--- src/rtl/tick_timer_pkg.sv ---
// Shared definitions for the microsecond tick timer.
// Holds the register byte offsets within the 6-word window, the ID constant,
// the CTRL bit positions and the countdown FSM state encoding.
package tick_timer_pkg;

    // Identification word: ASCII "TIMR".
    localparam logic [31:0] ID_VALUE = 32'h5449_4D52;

    // Size of the register window in bytes (6 words).
    localparam logic [31:0] WINDOW_BYTES = 32'd24;

    // Register byte offsets relative to ADDR_BASE.
    localparam logic [4:0] OFF_ID     = 5'h00;
    localparam logic [4:0] OFF_CTRL   = 5'h04;
    localparam logic [4:0] OFF_PERIOD = 5'h08;
    localparam logic [4:0] OFF_COUNT  = 5'h0C;
    localparam logic [4:0] OFF_STATUS = 5'h10;
    localparam logic [4:0] OFF_MISSED = 5'h14;

    // CTRL bit positions.
    localparam int unsigned CTRL_ENABLE_BIT   = 0;
    localparam int unsigned CTRL_PERIODIC_BIT = 1;
    localparam int unsigned CTRL_IRQ_EN_BIT   = 2;

    // Countdown FSM states.
    typedef enum logic [1:0] {
        ST_IDLE = 2'd0,
        ST_RUN  = 2'd1,
        ST_DONE = 2'd2
    } state_e;

endpackage

--- src/rtl/tick_timer_core.sv ---
// Countdown engine of the tick timer: FSM, COUNT and MISSED counters.
// Ports:
//   clk, rst         clock and asynchronous active-high reset
//   tick_i           one-clk microsecond pulse
//   start_i          CTRL write with enable=1 (start or restart)
//   stop_i           CTRL write with enable=0
//   periodic_i       CTRL.periodic
//   period_i         current PERIOD register
//   clear_missed_i   STATUS write-1 to the pending bit
//   pending_i        current STATUS.pending
//   count_o          COUNT register
//   missed_o         MISSED counter (saturating)
//   state_o          FSM state
//   expire_o         one-clk pulse when the countdown reaches its end
module tick_timer_core
    import tick_timer_pkg::*;
(
    input  logic        clk,
    input  logic        rst,
    input  logic        tick_i,
    input  logic        start_i,
    input  logic        stop_i,
    input  logic        periodic_i,
    input  logic [31:0] period_i,
    input  logic        clear_missed_i,
    input  logic        pending_i,
    output logic [31:0] count_o,
    output logic [15:0] missed_o,
    output state_e      state_o,
    output logic        expire_o
);

    state_e      state_q, state_d;
    logic [31:0] count_q, count_d;
    logic [15:0] missed_q, missed_d;
    logic        expire;

    // NOTE: every combinational output gets a default before any branch, so no
    // path leaves a signal unassigned and no latch is inferred.
    always_comb begin
        state_d = state_q;
        count_d = count_q;
        expire  = 1'b0;
        if (start_i) begin
            // A bus command takes precedence over a coincident tick.
            if (period_i != 32'd0) begin
                state_d = ST_RUN;
                count_d = period_i;
            end else begin
                state_d = ST_IDLE;
            end
        end else if (stop_i) begin
            state_d = ST_IDLE;
        end else if (state_q == ST_RUN && tick_i) begin
            if (count_q == 32'd1) begin
                expire = 1'b1;
                // A PERIOD of zero written while running cannot be reloaded,
                // so it ends the countdown like a one-shot.
                if (periodic_i && period_i != 32'd0) begin
                    count_d = period_i;
                end else begin
                    count_d = 32'd0;
                    state_d = ST_DONE;
                end
            end else begin
                count_d = count_q - 32'd1;
            end
        end
    end

    // Clearing wins over counting so that a clear coinciding with a missed
    // expiry still leaves MISSED at zero.
    always_comb begin
        missed_d = missed_q;
        if (clear_missed_i) begin
            missed_d = 16'd0;
        end else if (expire && pending_i && missed_q != 16'hFFFF) begin
            missed_d = missed_q + 16'd1;
        end
    end

    // NOTE: sequential state uses non-blocking assignments so all registers
    // update together from values sampled before the edge.
    always_ff @(posedge clk or posedge rst) begin
        if (rst) begin
            state_q  <= ST_IDLE;
            count_q  <= 32'd0;
            missed_q <= 16'd0;
        end else begin
            state_q  <= state_d;
            count_q  <= count_d;
            missed_q <= missed_d;
        end
    end

    assign count_o  = count_q;
    assign missed_o = missed_q;
    assign state_o  = state_q;
    assign expire_o = expire;

endmodule

--- src/rtl/tick_timer.sv ---
// Memory-mapped microsecond tick timer with a 6-word register window.
// Ports:
//   clk, rst    clock and asynchronous active-high reset
//   tick_us     one-clk pulse per elapsed microsecond
//   mem_valid   bus request strobe
//   mem_ready   one-clk acknowledge for in-window requests
//   mem_addr    byte address (word aligned)
//   mem_wdata   write data
//   mem_wstrb   byte enables; zero means read, only 4'b1111 writes
//   mem_rdata   read data, valid while mem_ready is high
//   irq         registered STATUS.pending AND CTRL.irq_en
module tick_timer
    import tick_timer_pkg::*;
#(
    parameter logic [31:0] ADDR_BASE = 32'h0
) (
    input  logic        clk,
    input  logic        rst,
    input  logic        tick_us,
    input  logic        mem_valid,
    output logic        mem_ready,
    input  logic [31:0] mem_addr,
    input  logic [31:0] mem_wdata,
    input  logic [3:0]  mem_wstrb,
    output logic [31:0] mem_rdata,
    output logic        irq
);

    logic        ready_q, busy_q, busy_d;
    logic [31:0] rdata_q, rdata_d;
    logic        periodic_q, irq_en_q, pending_q, pending_d, irq_q;
    logic [31:0] period_q;

    logic [31:0] offset;
    logic [4:0]  word_sel;
    logic        accept, wr_en, ctrl_wr, start, stop, status_clr;

    logic [31:0] core_count;
    logic [15:0] core_missed;
    state_e      core_state;
    logic        core_expire;

    // Addresses below the base wrap to a large offset and fall out of window.
    assign offset   = mem_addr - ADDR_BASE;
    assign word_sel = {offset[4:2], 2'b00};

    // busy_q stays set while the acknowledged request is still held, so a
    // long mem_valid is answered once until it drops and rises again.
    assign accept     = mem_valid && (offset < WINDOW_BYTES) && !busy_q;
    assign busy_d     = mem_valid && (busy_q || accept);
    assign wr_en      = accept && (mem_wstrb == 4'b1111);
    assign ctrl_wr    = wr_en && (word_sel == OFF_CTRL);
    assign start      = ctrl_wr && mem_wdata[CTRL_ENABLE_BIT];
    assign stop       = ctrl_wr && !mem_wdata[CTRL_ENABLE_BIT];
    assign status_clr = wr_en && (word_sel == OFF_STATUS) && mem_wdata[0];

    // Expiry sets pending even when a clear lands in the same clk.
    always_comb begin
        pending_d = pending_q;
        if (core_expire) begin
            pending_d = 1'b1;
        end else if (status_clr) begin
            pending_d = 1'b0;
        end
    end

    // CTRL.enable is not stored: it reads back as "the FSM is running".
    always_comb begin
        rdata_d = 32'd0;
        if (accept) begin
            case (word_sel)
                OFF_ID:     rdata_d = ID_VALUE;
                OFF_CTRL: begin
                    rdata_d[CTRL_ENABLE_BIT]   = (core_state == ST_RUN);
                    rdata_d[CTRL_PERIODIC_BIT] = periodic_q;
                    rdata_d[CTRL_IRQ_EN_BIT]   = irq_en_q;
                end
                OFF_PERIOD: rdata_d = period_q;
                OFF_COUNT:  rdata_d = core_count;
                OFF_STATUS: rdata_d = {31'd0, pending_q};
                OFF_MISSED: rdata_d = {16'd0, core_missed};
                default:    rdata_d = 32'd0;
            endcase
        end
    end

    always_ff @(posedge clk or posedge rst) begin
        if (rst) begin
            ready_q    <= 1'b0;
            busy_q     <= 1'b0;
            rdata_q    <= 32'd0;
            periodic_q <= 1'b0;
            irq_en_q   <= 1'b0;
            period_q   <= 32'd0;
            pending_q  <= 1'b0;
            irq_q      <= 1'b0;
        end else begin
            ready_q   <= accept;
            busy_q    <= busy_d;
            rdata_q   <= rdata_d;
            pending_q <= pending_d;
            irq_q     <= pending_q && irq_en_q;
            if (ctrl_wr) begin
                periodic_q <= mem_wdata[CTRL_PERIODIC_BIT];
                irq_en_q   <= mem_wdata[CTRL_IRQ_EN_BIT];
            end
            if (wr_en && word_sel == OFF_PERIOD) begin
                period_q <= mem_wdata;
            end
        end
    end

    tick_timer_core u_core (
        .clk            (clk),
        .rst            (rst),
        .tick_i         (tick_us),
        .start_i        (start),
        .stop_i         (stop),
        .periodic_i     (periodic_q),
        .period_i       (period_q),
        .clear_missed_i (status_clr),
        .pending_i      (pending_q),
        .count_o        (core_count),
        .missed_o       (core_missed),
        .state_o        (core_state),
        .expire_o       (core_expire)
    );

    assign mem_ready = ready_q;
    assign mem_rdata = rdata_q;
    assign irq       = irq_q;

endmodule

--- config.mk ---
export PLATFORM = sky130hd
export DESIGN_NAME = tick_timer
export DESIGN_NICKNAME = d
export VERILOG_FILES = /design/src/rtl/tick_timer_pkg.sv /design/src/rtl/tick_timer_core.sv /design/src/rtl/tick_timer.sv
export SDC_FILE = /design/constraint.sdc
export NUM_CORES = 1
export LEC_CHECK = 0
export CORE_MARGIN = 3
export CORE_UTILIZATION = 58
export CTS_CLUSTER_DIAMETER = 40
export DETAILED_ROUTE_END_ITERATION = 7
export PLACE_DENSITY = 0.82
export SKIP_CTS_REPAIR_TIMING = 1
export SLEW_MARGIN = 5
export SYNTH_ARGS = -nofsm -noshare
export SYNTH_HDL_FRONTEND = slang
export SYNTH_SLANG_ARGS = --single-unit
export TNS_END_PERCENT = 100
--- constraint.sdc ---
create_clock -name clk -period 5.2 [get_ports clk]
set_input_delay 0.52 -clock clk [delete_from_list [all_inputs] [get_ports clk]]
set_output_delay 0.52 -clock clk [all_outputs]
set_load 0.05 [all_outputs]
==> reports/metrics.yaml <==
floorplanning:
  dieWidth_um: 110
  ios: 106
  rows: 37
  dieArea_um2: 12100
  start_util_pct: 60.2
  coreArea_um2: 10400
  die_y_um: 110
pwr:
  switching_share_pct: 20.1
  p_switching_mw: 0.484
  cellInternalPower_mw: 1.92
  clkPwrFrac_pct: 56.4
  p_leak_nw: 3.37
  pwr-share-seq_pct: 38.9
  pwr-share-comb_pct: 4.7
  cellPowerDensity_nw_per_um2: 296
  p_total_mw: 2.40
  ir_drop_v: 0.000262
place:
  hpwl_mm: 12.7
  place_area_um2: 7430
  place_ws_ns: 1.56
  place.gp.congestion: 0.931
  portBuffers: 103
critical_path:
  endpoint: "u_core.missed_o[8]"
  r2r_slack_ns: 1.57
  arrival_ns: 4.07
  critPathLaunchType: "flip-flop"
  timing.critical_path.from: "u_core.count_o[28]"
  r2r_start: "u_core.count_o[28]"
  path_class: "reg2reg"
  r2r_cells: 6
  critPathMaxFanout: 8
  worstReg2RegEnd: "u_core.missed_o[8]"
  end_kind: "flip-flop"
  crit_required_ns: 5.64
routing:
  wl_per_cell_um: 21.5
  met1_length_mm: 7.59
  routed_wirelength_mm: 19.2
  drt-initial-drc-count: 702
  remaining_drc_errors: 0
  vias: 6017
  via_per_inst: 6.73
  dr_wl_met3_mm: 2.12
  ant_nets: 0
  met2WireLength_mm: 8.86
  highest-signal-layer: "met4"
  drtPass1Iterations: 7
clock_tree:
  cts_buffer_depth: 2
  clk_pin_slew_worst_paths_ns: 0.06
  cts_tree: "done"
  cts_max_level: 4
  cts_buffers: 17
  clkLatencyLatePin_ns: 0.53
  cts.sinks: 120
  cts-root-buf: "clkbuf_8"
global_route:
  grt_pass1_wl_mm: 30.6
  antenna_found_initial: 0
  gr-total-overflow: 0
  track_usage_pct: 33.3
  grt_max_degree: 78
  grt_pass1_vias: 5853
timing:
  rsz0062_at_grt: "no"
  finalHoldViolations: 0
  fin_crit_ns: 3.63
  tightest_slew_ns: 1.03
  tns_ns: 0
  hold_slack_ns: 0.527
  period_share_pct: 69.8
  slew_headroom_pct: 31.3
  setup_viol_count_final: 0
  fin_skew_ns: 0.00825
  fmax_ghz: 0.275
  drv_slew: 0
  setup_ws_ns: 1.57
yosys:
  synth.distinct_cells: 46
  ys_ff_latch: 120
  synth_flop_cell: "dfrtp_1"
  yosysWarnings: 0
  syn-cell-area_um2: 6270
  syn_nets: 727
  ys_async_sr_fraction_pct: 100
  ys_seq_area_share_pct: 47.9
  synthCells: 652
  syn-mean-instance-area_um2: 9.62
  synth_edf_count: 0
layout:
  fin_nets: 820
  drive_above_1_share_pct: 11.6
  layout_common_cells: "120 x dfrtp_1, 103 x clkdlybuf4s50_1, 56 x nor2_1, 47 x o21ai_0, 41 x a21oi_1"
  final_area_um2: 8110
  n_antenna_cell: 0
  final_common_cell: "dfrtp_1"
  synthToLayoutAreaGrowth_pct: 29.3
outcome:
  status: "finished clean"
run:
  drv_cap: 0
hold_path:
  hp-class: "in2async"
## power by group through the flow
stage               combinational, mW  sequential [mW]  clock (mW)
finish                          0.114            0.934        1.35
global route                    0.123            0.934        1.41
CTS                             0.113            0.934        1.36
detailed placement              0.112            0.951           0
global placement                0.109            0.951           0
floorplan                      0.0420            0.951           0
## critical path: stages, from the launching register on
cell	delay (ns)
dfrtp_1	0.44
or4_4	0.58
or4_4	0.55
or4_1	0.66
or4_1	0.71
or3_1	0.41
a21oi_1	0.19
## per-layer routing
metal	global-route usage, %	vias to the layer above
met5	0	-
met3	8.56	69
li1	-	2633
met4	15.6	0
met2	50.0	402
met1	45.4	2913
## synth_stat cells, types with 6 or more instances
cell       instances  area share [%]
a211oi_1           6            0.72
a21oi_1           41             3.3
a22oi_1           16             1.9
a32oi_1           14             2.0
clkbuf_1          35             2.1
dfrtp_1          120              48
inv_1             21             1.3
mux2_2            34             6.1
mux2i_1           21             3.4
nand2_1           30             1.8
nand2b_1           9            0.90
nand3_1           21             1.7
nand4_1           14             1.4
nor2_1            56             3.4
nor2b_1           13             1.3
nor3_1            31             2.5
nor4_1            27             2.7
o21ai_0           47             3.7
o22a_1             6            0.84
o2bb2ai_1         21             2.9
or4_1              7            0.84
## cells by family (layout without fill, tap and decap cells)
| family | count (synthesis) | after routing | synth area share, % |
|---|---|---|---|
| compound gates | 167 | 167 | 17.3 |
| xor+xnor | 5 | 5 | 0.698 |
| fa+ha+maj | 3 | 3 | 0.598 |
| buf+inv | 63 | 169 | 3.81 |
| flops | 120 | 120 | 47.9 |
| mux | 55 | 55 | 9.45 |
| simple gates | 239 | 239 | 20.3 |
## per-stage QoR
step	std cells	util, %
after CTS	894	77.9
after detailed placement	862	71.3
final	894	77.9
after floorplan	652	-
after global routing	894	77.9
after global placement	862	71.3
## registers in the layout, indices dropped and copies added (netlist names), 2 cells and up
name and cells:
mem_rdata 32, u_core.state_o 2, u_core.missed_o 16, period_q 32, u_core.count_o 32
## how the worst min path moves through the flow
stage / to / slack [ns]
after floorplan: irq / 0.47
after global placement: irq / 0.50
after detailed placement: irq / 0.52
after CTS: irq / 0.53
after global routing: pending_q / 0.56
final: period_q[1] / 0.53
## cell type report
class | instances | area (um^2)
flip-flops and latches | 120 | 3000
inverters | 21 | 81.3
fillers | 705 | 2300
clock inverters | 11 | 216
multi-input cells | 469 | 3040
clock buffers | 21 | 469
well taps | 136 | 170
repair buffers | 116 | 1130
Note: power is estimated with default switching activity, not from simulation.
